[src/rtl/sifir_sayici_denetleyici_if.sv]
// Request/result bundle for the shared leading-zero counter sequencer.
// Request side: istek_gecerli_i/istek_hazir_o handshake, islem_i (0=CLZ, 1=CTZ), deger_i operand.
// Result side: sonuc_gecerli_o/sonuc_hazir_i handshake, sonuc_o count (0..32, zero-extended).
interface sifir_sayici_denetleyici_if;
  logic        istek_gecerli_i;
  logic        istek_hazir_o;
  logic        islem_i;
  logic [31:0] deger_i;
  logic        sonuc_gecerli_o;
  logic        sonuc_hazir_i;
  logic [31:0] sonuc_o;

  // Requester / result consumer side
  modport master (
    output istek_gecerli_i, islem_i, deger_i, sonuc_hazir_i,
    input  istek_hazir_o, sonuc_gecerli_o, sonuc_o
  );

  // Counter sequencer side
  modport slave (
    input  istek_gecerli_i, islem_i, deger_i, sonuc_hazir_i,
    output istek_hazir_o, sonuc_gecerli_o, sonuc_o
  );
endinterface

[src/rtl/sifir_sayici_denetleyici.sv]
// CLZ/CTZ of a 32-bit operand using one 16-bit zero counter over two halves.
// Latency: 2 cycles when the upper half decides (ERKEN_BITIS=1), else 3; one result per 3 cycles max.
// Backpressure: result held stable while sonuc_hazir_i is low; requests taken only in BOSTA.
// Ports: clk_i, rst_i (sync, active-high), bosalt_i (flush), bus (slave modport of the
// request/result interface).
module sifir_sayici_denetleyici #(
  parameter bit ERKEN_BITIS = 1'b1
) (
  input  logic                       clk_i,
  input  logic                       rst_i,
  input  logic                       bosalt_i,
  sifir_sayici_denetleyici_if.slave  bus
);

  typedef enum logic [1:0] {
    BOSTA = 2'd0,
    UST   = 2'd1,
    ALT   = 2'd2,
    SONUC = 2'd3
  } durum_t;

  durum_t      durum_r, durum_n;
  logic [31:0] islem_r, islem_n;
  logic [4:0]  ust_r, ust_n;
  logic [5:0]  sonuc_r, sonuc_n;
  logic        gecerli_r, gecerli_n;

  logic [31:0] ters_deger;
  logic [15:0] sayac_giris;
  logic [3:0]  sayac_z;
  logic        sayac_v;
  logic [4:0]  yarim;
  logic        kabul;

  // CTZ is computed as CLZ of the bit-reversed operand.
  always_comb begin
    ters_deger = '0;
    for (int i = 0; i < 32; i++) begin
      ters_deger[i] = bus.deger_i[31-i];
    end
  end

  // Single shared counter: upper half in UST, lower half in ALT.
  always_comb begin
    sayac_giris = (durum_r == ALT) ? islem_r[15:0] : islem_r[31:16];
  end

  always_comb begin : zero_counter_16
    sayac_z = 4'd15;
    sayac_v = (sayac_giris == 16'd0);
    // Ascending scan: the highest set bit is the last to write Z.
    for (int i = 0; i < 16; i++) begin
      if (sayac_giris[i]) begin
        sayac_z = 4'(15 - i);
      end
    end
  end

  // An all-zero half counts 16; Z alone saturates at 15 and must not be used then.
  always_comb begin
    yarim = sayac_v ? 5'd16 : {1'b0, sayac_z};
  end

  assign kabul = bus.istek_gecerli_i && (durum_r == BOSTA) && !bosalt_i;

  always_comb begin
    durum_n   = durum_r;
    islem_n   = islem_r;
    ust_n     = ust_r;
    sonuc_n   = sonuc_r;
    gecerli_n = gecerli_r;

    unique case (durum_r)
      BOSTA: begin
        if (kabul) begin
          islem_n = bus.islem_i ? ters_deger : bus.deger_i;
          durum_n = UST;
        end
      end
      UST: begin
        ust_n = yarim;
        // yarim[4] set means the upper half is all zero (count 16).
        if (ERKEN_BITIS && !yarim[4]) begin
          sonuc_n   = {1'b0, yarim};
          gecerli_n = 1'b1;
          durum_n   = SONUC;
        end else begin
          durum_n = ALT;
        end
      end
      ALT: begin
        if (!ust_r[4]) begin
          sonuc_n = {1'b0, ust_r};
        end else begin
          sonuc_n = 6'd16 + {1'b0, yarim};
        end
        gecerli_n = 1'b1;
        durum_n   = SONUC;
      end
      SONUC: begin
        if (bus.sonuc_hazir_i) begin
          gecerli_n = 1'b0;
          durum_n   = BOSTA;
        end
      end
      default: begin
        durum_n   = BOSTA;
        gecerli_n = 1'b0;
      end
    endcase

    // Flush overrides everything: back to idle, nothing emitted, stale data kept.
    if (bosalt_i) begin
      durum_n   = BOSTA;
      gecerli_n = 1'b0;
      islem_n   = islem_r;
      ust_n     = ust_r;
      sonuc_n   = sonuc_r;
    end
  end

  always_ff @(posedge clk_i) begin
    if (rst_i) begin
      durum_r   <= BOSTA;
      islem_r   <= '0;
      ust_r     <= '0;
      sonuc_r   <= '0;
      gecerli_r <= 1'b0;
    end else begin
      durum_r   <= durum_n;
      islem_r   <= islem_n;
      ust_r     <= ust_n;
      sonuc_r   <= sonuc_n;
      gecerli_r <= gecerli_n;
    end
  end

  assign bus.istek_hazir_o   = (durum_r == BOSTA);
  assign bus.sonuc_gecerli_o = gecerli_r;
  assign bus.sonuc_o         = {26'd0, sonuc_r};

endmodule

[src/flat_wrapper.sv]
// flat-port wrapper written by rule: the top's interface ports become plain ports
module sifir_sayici_denetleyici_flat 
#(
  parameter bit ERKEN_BITIS = 1'b1
)
  (clk_i, rst_i, bosalt_i, bus_istek_gecerli_i, bus_islem_i, bus_deger_i, bus_sonuc_hazir_i, bus_istek_hazir_o, bus_sonuc_gecerli_o, bus_sonuc_o);
  sifir_sayici_denetleyici_if bus_i ();
  input  logic clk_i;
  input  logic rst_i;
  input  logic bosalt_i;
  input wire logic [$bits(bus_i.istek_gecerli_i)-1:0] bus_istek_gecerli_i;
  input wire logic [$bits(bus_i.islem_i)-1:0] bus_islem_i;
  input wire logic [$bits(bus_i.deger_i)-1:0] bus_deger_i;
  input wire logic [$bits(bus_i.sonuc_hazir_i)-1:0] bus_sonuc_hazir_i;
  output wire logic [$bits(bus_i.istek_hazir_o)-1:0] bus_istek_hazir_o;
  output wire logic [$bits(bus_i.sonuc_gecerli_o)-1:0] bus_sonuc_gecerli_o;
  output wire logic [$bits(bus_i.sonuc_o)-1:0] bus_sonuc_o;
  assign bus_i.istek_gecerli_i = bus_istek_gecerli_i;
  assign bus_i.islem_i = bus_islem_i;
  assign bus_i.deger_i = bus_deger_i;
  assign bus_i.sonuc_hazir_i = bus_sonuc_hazir_i;
  assign bus_istek_hazir_o = bus_i.istek_hazir_o;
  assign bus_sonuc_gecerli_o = bus_i.sonuc_gecerli_o;
  assign bus_sonuc_o = bus_i.sonuc_o;
  sifir_sayici_denetleyici #(.ERKEN_BITIS(ERKEN_BITIS)) u_core (.clk_i(clk_i), .rst_i(rst_i), .bosalt_i(bosalt_i), .bus(bus_i));
endmodule
[config.mk]
export PLATFORM = sky130hd
export DESIGN_NAME = sifir_sayici_denetleyici_flat
export DESIGN_NICKNAME = d
export VERILOG_FILES = /design/src/rtl/sifir_sayici_denetleyici_if.sv /design/src/rtl/sifir_sayici_denetleyici.sv /design/src/flat_wrapper.sv
export SDC_FILE = /design/constraint.sdc
export NUM_CORES = 1
export LEC_CHECK = 0
export CORE_ASPECT_RATIO = 0.75
export CORE_UTILIZATION = 45
export CTS_BUF_LIST = sky130_fd_sc_hd__clkbuf_8
export DETAILED_ROUTE_END_ITERATION = 16
export GPL_TIMING_DRIVEN = 0
export PLACE_DENSITY_LB_ADDON = 0.25
export SYNTH_ARGS = -nofsm -noshare
export SYNTH_HDL_FRONTEND = slang
export SYNTH_SLANG_ARGS = --single-unit
[constraint.sdc]
create_clock -name clk_i -period 2.35 [get_ports clk_i]
set_input_delay 0.47 -clock clk_i [delete_from_list [all_inputs] [get_ports clk_i]]
set_output_delay 0.47 -clock clk_i [all_outputs]
set_load 0.01 [all_outputs]
==> reports/qor.txt <==
Mapped cell area: 2710 um2
P_leak: 0.00147 uW
Multiplexer share of the synthesized area: 13.7%
Hold depth: 2
Critical path, cell by cell: inv_4 -> ha_4 -> or3b_4 -> o2bb2ai_2 -> nor4_4 -> buf_4 -> a21oi_4 -> or3b_1 -> o41ai_1
Syn. warnings: 0
Distinct cells, synth: 47
CTS clock-pin slew for the worst setup and hold paths: 80 ps
Hold violation count in the final report: 0
Yosys reg bits: 46
Area share of the largest cell type after synthesis: 34.0%
Fmax: 449 MHz
Tot GR Track Use: 21.8%
WP data required: 2560 ps
Area of the multi-input gates: 1720 um2
Maximum vdd drop: 0.000292 V
Vias in the first global route: 2,252
Via count: 2,407
DR WL/cell: 13.9 um
Max stage delay on crit path: 390 ps
Final wirelength: 6.55 mm
Final Critical Period: 2230 ps
Post-synth top area cell: dfxtp_1
Slew Limit Headroom: 50.0%
Post-synth top flop: dfxtp_1
DP HPWL: 4.97 mm
Async set-or-reset flop fraction in the synthesized netlist: 0%
IO buf count: 44
Crit path launch type: flip-flop
Largest net degree at the start of global routing: 14
Die width: 91.6 um
Simple-gate share of the synthesized area: 20.2%
Rows: 24
Fin. max-slew vios: 0
Global routing usage on met1: 30.6%
Hold-fix buffers, CTS: 0
CP Capture Type: flip-flop
Clock latency on the worst-skew pair: 300 ps
TritonCTS clock tree: built
R2R cell count: 9
Remaining DRCs: 0
CTS root buf: clkbuf_8
Clock skew: 3.54 ps
Initial antenna violation count: 0
Met3 Use GR: 5.15%
# H-tree levels: 2
Sequential area share after synthesis: 34.0%
Synth Instances: 310
Slowest cell on crit path: or3b_4
Dpl ws: -372 ps
CTS max path bufs: 2
Met2 usage: 32.1%
Post-route ant nets: 0
Worst hold path class: flip-flop to flip-flop
First-pass GRT wire length: 10.9 mm
CP Class: flip-flop to flip-flop
Clock Sink Count: 46
Filler cells: 498
Grt ovf: 0
Share of layout cells above drive strength 1: 19.4%
Non-Filler Instances: 470
Area fraction in compound gates after synthesis: 18.9%
Max_cap viols: 0
Die Y: 69.2 um
Drt pass-1 iters: 4
Final setup violation count: 0
Period utilization: 94.8%
DP Cell Count: 457
RePlAce Congestion: 0.898
Most Used Layer, Global Route: met2
Io pins: 72
Sequential Area: 926 um2
Post-synthesis xor/xnor area fraction: 0%
Worst Path Arrival: 2440 ps
Antenna cell count: 0
Syn Area/Cell: 8.73 um2
Post-synth EDFFs: 0
Final Net Count: 433
PwrDens: 514 nW/um2
DIE AREA: 6330 um2
Status: finished clean
Worst Max-Slew Pin Slew: 750 ps
Ranking of synthesized cells by area: dfxtp_1 (34%), mux2i_1 (14%), a211oi_1 (9.1%)
CP Max Fanout: 10
Starting DRT DRC Count: 137
Main combinational cell family by area after synthesis: simple AND/OR/NAND/NOR gates
Core Region: 5800 um2
Setup WS post-layout: 121 ps
CTS buffer count: 5
Area Overhead vs Synth: 34.4%
Synthesized-area fraction occupied by adder cells: 1.85%
Via density: 5.12
Most frequent cells in the layout: nor2_1 (48), clkdlybuf4s50_1 (44), dfxtp_1 (44), mux2i_1 (37), a211oi_1 (33)
Most common cell after layout, fill and taps aside: nor2_1
Initial Utilization: 46.7%
[metal layers]
layer | routed length (um) | up-vias | part of all wire (%)
met4 | 89 | 0 | 1.4
met2 | 2850 | 67 | 44
met1 | 3290 | 1096 | 50
met5 | 0 | - | 0
li1 | - | 1235 | -
met3 | 311 | 9 | 4.8
[metrics by stage]
stage          util, %  power, uW  area (um2)  TNS, ps  hold WS (ps)
2_1_floorplan        -       1180        2800        0           457
3_3_place_gp      57.6       1320        3340    -1540           459
3_5_place_dp      57.6       1330        3340    -3150           466
4_1_cts           61.6       1850        3570        0           477
5_1_grt           62.8       1970        3640    -13.6           533
6_report          62.8       1870        3640        0           481
[final timing paths]
kind / end / startpoint / slack [ps]
max reg2reg: u_core.sonuc_r[4] / u_core.durum_r[0] / 120
min reg2reg: u_core.sonuc_r[5] / u_core.sonuc_r[5] / 480
max: u_core.sonuc_r[4] / u_core.durum_r[0] / 120
min: u_core.sonuc_r[5] / u_core.sonuc_r[5] / 480
[critical path, delay by kind of cell (launching register included)]
kind | cells | cell delay (ps)
flip-flops | 1 | 360
adder cells (fa/ha/maj) | 1 | 160
buffers and inverters | 2 | 250
AO/OA/AOI/OAI | 3 | 310
AND/OR/NAND/NOR | 3 | 1030
[flip-flops by register name, summed over array words and instances (netlist names)]
signal / flops
u_core.islem_r: 32
u_core.sonuc_r: 6
u_core.ust_r: 5
u_core.durum_r: 2
u_core.bus.sonuc_gecerli_o: 1
[synth_stat cells (3+ instances only)]
cell type and number:
or2_2 4, o21ai_0 5, clkbuf_1 17, buf_4 27
nor3_1 8, nor2b_1 5, nand2b_1 7, nor3_2 3
ha_1 4, nor3b_1 5, a21oi_1 10, nand2_1 4
mux2i_1 37, dfxtp_1 46, a211oi_1 33, nor2_1 48
o22ai_1 3, inv_1 6
[layout make-up]
type                       instances  share of cell area, %
clock inverter                     2                  0.241
buffer                            46                   8.35
inverter                           6                  0.688
multi-input combinational        237                   47.2
sequential                        46                   25.4
tap                               78                   2.68
clock buffer                       6                   2.27
timing repair buffer              49                   13.1
[kinds of logic (layout without fill, tap and decap cells)]
group                      after synthesis  count (layout)
adders and majority gates                4               4
DFF                                     46              46
muxes                                   37              37
other                                    1              26
AOI/OAI and AO/OA                       70              70
buffers and inverters                   52             109
and+or+nand+nor                        100             100
[power by group]
group          switching, uW  leakage, uW  internal (uW)
combinational            244      0.00104            252
clock                    264    0.0000524            233
sequential              51.7     0.000378            826
[what timing repair did]
item / CTS / global route
buffers inserted: 5 / 0
pin swaps: 3 / 3
setup endpoints to repair: 9 / 9
resized for setup: 21 / 21
gates cloned: 0 / 0
Note: power is estimated with default switching activity, not from simulation.
==> RTL change 1, RTL diff (config.mk and constraints unchanged) <==
`ERKEN_BITIS` is set to 1'b1 in 2 places; all go to 1'b0.
--- a/src/rtl/sifir_sayici_denetleyici.sv
+++ b/src/rtl/sifir_sayici_denetleyici.sv
@@ -6,3 +6,3 @@
 module sifir_sayici_denetleyici #(
-  parameter bit ERKEN_BITIS = 1'b1
+  parameter bit ERKEN_BITIS = 1'b0
 ) (
--- a/src/flat_wrapper.sv
+++ b/src/flat_wrapper.sv
@@ -3,3 +3,3 @@
 #(
-  parameter bit ERKEN_BITIS = 1'b1
+  parameter bit ERKEN_BITIS = 1'b0
 )
Check against the original RTL: not equivalent (Yosys sat finds a counterexample within 4 cycles, from zero or initial values and one cycle with rst_i high).
==> RTL change 1 against the unedited design <==
Sequential share of layout area rose by 2.1 points; synthesized cell count fell by 0.32%; clock power rose by 21%; power fell by 0.32%; largest power group unchanged; sequential power fell by 2%; combinational power fell by 19%; design area fell by 8.2%; wire length fell by 9.2%; worst setup slack improved by 0.023 ns; sequential cell count did not move; area after synthesis fell by 3.9%.
==> RTL change 1: results (changes against the unedited design) <==
main area contributors after synthesis: dfxtp_1, mux2i_1, a211oi_1
number of global-route vias before repair: 2120 (-5.9%)
CP max-delay cell: dfxtp_1
family with the most delay on the worst path: compound AO/OA/AOI/OAI gates
DP HPWL: 4649 um (-6.5%)
share of layout cells above drive strength 1: 11.43% (-8.0 points)
ANT cells: 0 (unchanged)
Final nets: 426 (-1.6%)
Post-CTS Setup Bufs: 0 (-5)
reg2reg path depth: 8 (-1)
IO buf count: 43 (-2.3%)
clock-pin slew on the worst setup and hold paths: 0.09 ns
Avg Vias per Cell: 5.043 (-1.5%)
routability cong.: 0.9043 (+0.72%)
Skew-Pair Late Insertion Delay: 0.30 ns (about the same)
Synth Flop Type: dfxtp_1
Synth async-reset ratio: 0% (unchanged)
leakage power: 1.342 nW (-8.5%)
Fillers: 508 (+2.0%)
largest net degree at the start of global routing: 16 (+2)
Root Buffer: clkbuf_8
reg2reg end: u_core.sonuc_r[2]
clk_skew: 0.007641 ns (+0.004106 ns)
crit path max fanout: 7 (-3)
placed cells: 452 (-1.1%)
Cell variety after synth: 41 (-13%)
worst vdd ir: 0.0002545 V (-13%)
fin util: 61.10% (-1.7 points)
initial antenna violation count: 0 (unchanged)
final WL: 5946 um (-9.2%)
min-delay src: u_core.sonuc_r[4]
status: finished clean
sequential share of the synthesized area: 35.40% (+1.4 points)
Synth top cells by count: nor2_1, dfxtp_1, mux2i_1, a211oi_1, buf_4
DRT iter0 DRCs: 109 (-20%)
vias: 2320 (-3.6%)
Slew headroom: 50.95% (+0.93 points)
Mapped Cells: 309 (-0.32%)
crit-path max cell delay: 0.40 ns
Tot GR Track Use: 20.42% (-1.3 points)
global-route wire length before repair: 9832 um (-10%)
worst r2r src: u_core.durum_r[0]
largest buffer count on any clock path: 2 (unchanged)
flop-to-flop setup slack: 0.14 ns (+0.02 ns)
cts bufs inserted: 5 (unchanged)
H-tree levels: 2 (unchanged)
crit start category: register
Placement Cell Area: 3219 um2 (-3.6%)
Synth warnings: 0 (unchanged)
==> RTL change 1: cell types whose count changed after synthesis, sizes merged, moves of 3 or more <==
| cell | change |
|---|---|
| a21oi | +6 |
| inv | +6 |
| nand2 | +4 |
| nor2b | -4 |
| nor3b | -4 |
| or2 | -4 |
| a2111oi | -3 |
| a211oi | +3 |
| nor2 | +3 |
==> RTL change 1: metal layers <==
| metal | track usage (%) | share of wire, % | routed length [um] | vias to the layer above |
|---|---|---|---|---|
| met5 | 0 | 0 | 0 | - |
| met4 | 6.148 | 0.81 | 48 | 0 |
| met3 | 5.333 | 5.8 | 344 | 6 |
| met2 | 33.37 | 44 | 2601 | 68 |
| met1 | 26.90 | 50 | 2951 | 1054 |
| li1 | - | - | - | 1192 |
==> RTL change 1: kinds of logic (layout without fill, tap and decap cells) <==
kind of cell	count (synthesis)	count (layout)	synth area share, %
fa+ha+maj	4	4	1.924
simple gates	94	94	17.17
flops	46	46	35.40
mux	37	37	14.24
buf+inv	58	109	12.60
compound gates	69	69	18.52
other cells	1	26	0.1442
==> RTL change 1: area by class of cell <==
class                   count  area share [%]
clock inverters             3           1.311
multi-input cells         230           43.56
repair buffers             43           12.88
well taps                  75           2.809
plain buffers              46           8.464
flip-flops and latches     46           27.57
inverters                  12           1.348
clock buffers               5           2.060
==> RTL change 1: worst min path at each step <==
stage / to / slack, ns / cells past startpoint
after floorplan: u_core.ust_r[0] / 0.44 / 2
after global placement: u_core.sonuc_r[4] / 0.44 / 2
after detailed placement: u_core.sonuc_r[4] / 0.45 / 2
after CTS: u_core.sonuc_r[4] / 0.46 / 2
after global routing: u_core.ust_r[0] / 0.50 / 2
final: u_core.sonuc_r[4] / 0.46 / 2
==> RTL change 1: what timing repair did <==
| item | 4_1_cts | 5_1_grt |
|---|---|---|
| setup endpoints to repair | 5 | 8 |
| pin swaps | 0 | 0 |
| resized for setup | 1 | 1 |
==> RTL change 1: power by group <==
group	switching [mW]	total [mW]	internal, mW
combinational	0.205	0.402	0.198
sequential	0.0386	0.862	0.823
clock	0.282	0.601	0.319
total	0.525	1.87	1.34
==> RTL change 1: per-stage QoR <==
stage	setup WS, ns	TNS, ns	hold slack (ns)
detailed placement	-0.1246	-2.437	0.4495
global placement	-0.08507	-1.864	0.4418
finish	0.1442	0	0.4607
floorplan	0.3774	0	0.4368
CTS	0.08257	0	0.4641
global route	-0.01216	-0.02312	0.4953
==> RTL change 1: worst register-to-register path, stage by stage (launching register included) <==
cell	delay, ns
dfxtp_1	0.40
inv_1	0.09
ha_2	0.24
nor3b_2	0.18
o22ai_1	0.22
or3b_1	0.40
a211oi_2	0.28
mux2i_1	0.11
a211oi_1	0.22
==> RTL change 2, RTL diff (same settings) <==
Without the edit above. Make the reset (`rst_i`) asynchronous in one clocked block.
--- a/src/rtl/sifir_sayici_denetleyici.sv
+++ b/src/rtl/sifir_sayici_denetleyici.sv
@@ -121,3 +121,3 @@
 
-  always_ff @(posedge clk_i) begin
+  always_ff @(posedge clk_i or posedge rst_i) begin
     if (rst_i) begin
Formal check against the unedited RTL: differs if rst_i is asserted again (counterexample within 4 cycles, from zero or initial values and one cycle with rst_i high); with rst_i held inactive, the same outputs for 10 cycles.
==> RTL change 2 against the unedited design <==
Critical path depth down 5; design area grew 5.6%; largest cell class unchanged; area after synthesis is 8.2% higher; worst setup slack got worse by 0.0059 ns; sequential cell count unchanged; highest routed layer unchanged; wire length barely moved; clock skew grew 0.0026 ns; critical endpoint is now bus_istek_hazir_o.
Power is not compared: it rests on default switching activity, and its combinational part moved more than twofold at a synthesized area within 25%.
==> RTL change 2: results (changes against the unedited design) <==
DP HPWL: 4955 um (-0.37%)
routability cong.: 0.8343 (-7.1%)
post-layout min period: 2.235 ns (+0.005900 ns)
Final nets: 429 (-0.92%)
DP Worst Slack: -0.08909 ns (+0.2827 ns)
routing usage on met2: 31.43% (-0.65 points)
vias: 2426 (+0.79%)
Placement Cell Area: 3592 um2 (+7.6%)
DRT iter0 DRCs: 144 (+5.1%)
clk_skew: 0.006139 ns (+0.002604 ns)
met1 Use GR: 30.18% (-0.47 points)
met1 WL: 3249 um (-1.3%)
global-route wire length before repair: 10990 um (+0.44%)
worst vdd ir: 0.0004368 V
main area contributors after synthesis: dfrtp_1, mux2i_1, buf_4
status: finished clean
Detail Route met2 WL: 2839 um (-0.42%)
CP max-delay cell: clkdlybuf4s50_1
worst r2r src: u_core.durum_r[0]
Worst Tran Pin Value: 0.8224 ns (+0.07271 ns)
wire per inst: 14.00 um (+0.57%)
placed cells: 453 (-0.88%)
worst setup path startpoint: u_core.durum_r[1]
crit path max fanout: 3 (-7)
Synth top cells by count: dfrtp_1, nand2_1, o21ai_0, mux2i_1, buf_4
largest net degree at the start of global routing: 25 (+11)
share of layout cells above drive strength 1: 19.43% (+0.042 points)
met3 wire len: 375 um (+21%)
Mean Syn Cell Area: 9.699 um2 (+11%)
number of global-route vias before repair: 2312 (+2.7%)
family with the most delay on the worst path: buffers and inverters
sequential share of the synthesized area: 39.30% (+5.3 points)
CP arrival: 1.76 ns (-0.68 ns)
Post-Layout Cell Count: 467 (-0.64%)
crit-path max cell delay: 0.55 ns (+0.16 ns)
min-delay src: u_core.ust_r[2]
Cell variety after synth: 58 (+23%)
Synth async-reset ratio: 100.0% (+100 points)
## RTL change 2: cell count changes in the layout (fill, tap and decap cells not counted), moves of 5 or more
cell	delta
dfrtp_1	+46
dfxtp_1	-44
nor2_1	-41
nand2_1	+38
o21ai_0	+32
a211oi_1	-31
clkbuf_1	-7
mux2i_1	-5
## RTL change 2: final timing paths
| check | endpoint | depth (start not counted) |
|---|---|---|
| min in group asynchronous | u_core.islem_r[0] | 2 |
| hold / removal | u_core.ust_r[2] | 2 |
| setup / recovery | bus_istek_hazir_o | 4 |
| max in group asynchronous | u_core.ust_r[3] | 3 |
| hold reg to reg | u_core.ust_r[2] | 2 |
| setup reg to reg | u_core.sonuc_r[2] | 9 |
## RTL change 2: worst register-to-register path: stages, from the launching register on
cell	delay, ns
dfrtp_1	0.40
inv_2	0.12
ha_4	0.16
buf_6	0.12
or3b_4	0.41
a2bb2oi_4	0.17
and4_1	0.22
buf_6	0.13
a21oi_4	0.08
mux2_4	0.30
## RTL change 2: logic make-up after synthesis
family	Yosys count	share of synthesized area, %
simple gates	85	16.19
compound gates	81	19.35
buf+inv	49	10.55
flops	46	39.30
mux	35	12.35
fa+ha+maj	5	2.136
other cells	1	0.1280
## RTL change 2: layout make-up
| cell class | count | area [um2] |
|---|---|---|
| plain buffers | 41 | 290.3 |
| clock buffers | 6 | 82.58 |
| clock inverters | 1 | 30.03 |
| fillers | 546 | 2445 |
| inverters | 8 | 30.03 |
| multi-input cells | 232 | 1639 |
| flip-flops and latches | 46 | 1151 |
| well taps | 81 | 101.3 |
| repair buffers | 52 | 518.0 |
## RTL change 2: repair_timing
item,in CTS,in global routing
pin swaps,2,6
gates resized for setup,7,13
hold buffers,0,0
cloned,0,1
endpoints found under the setup margin,4,9
setup buffers,2,4
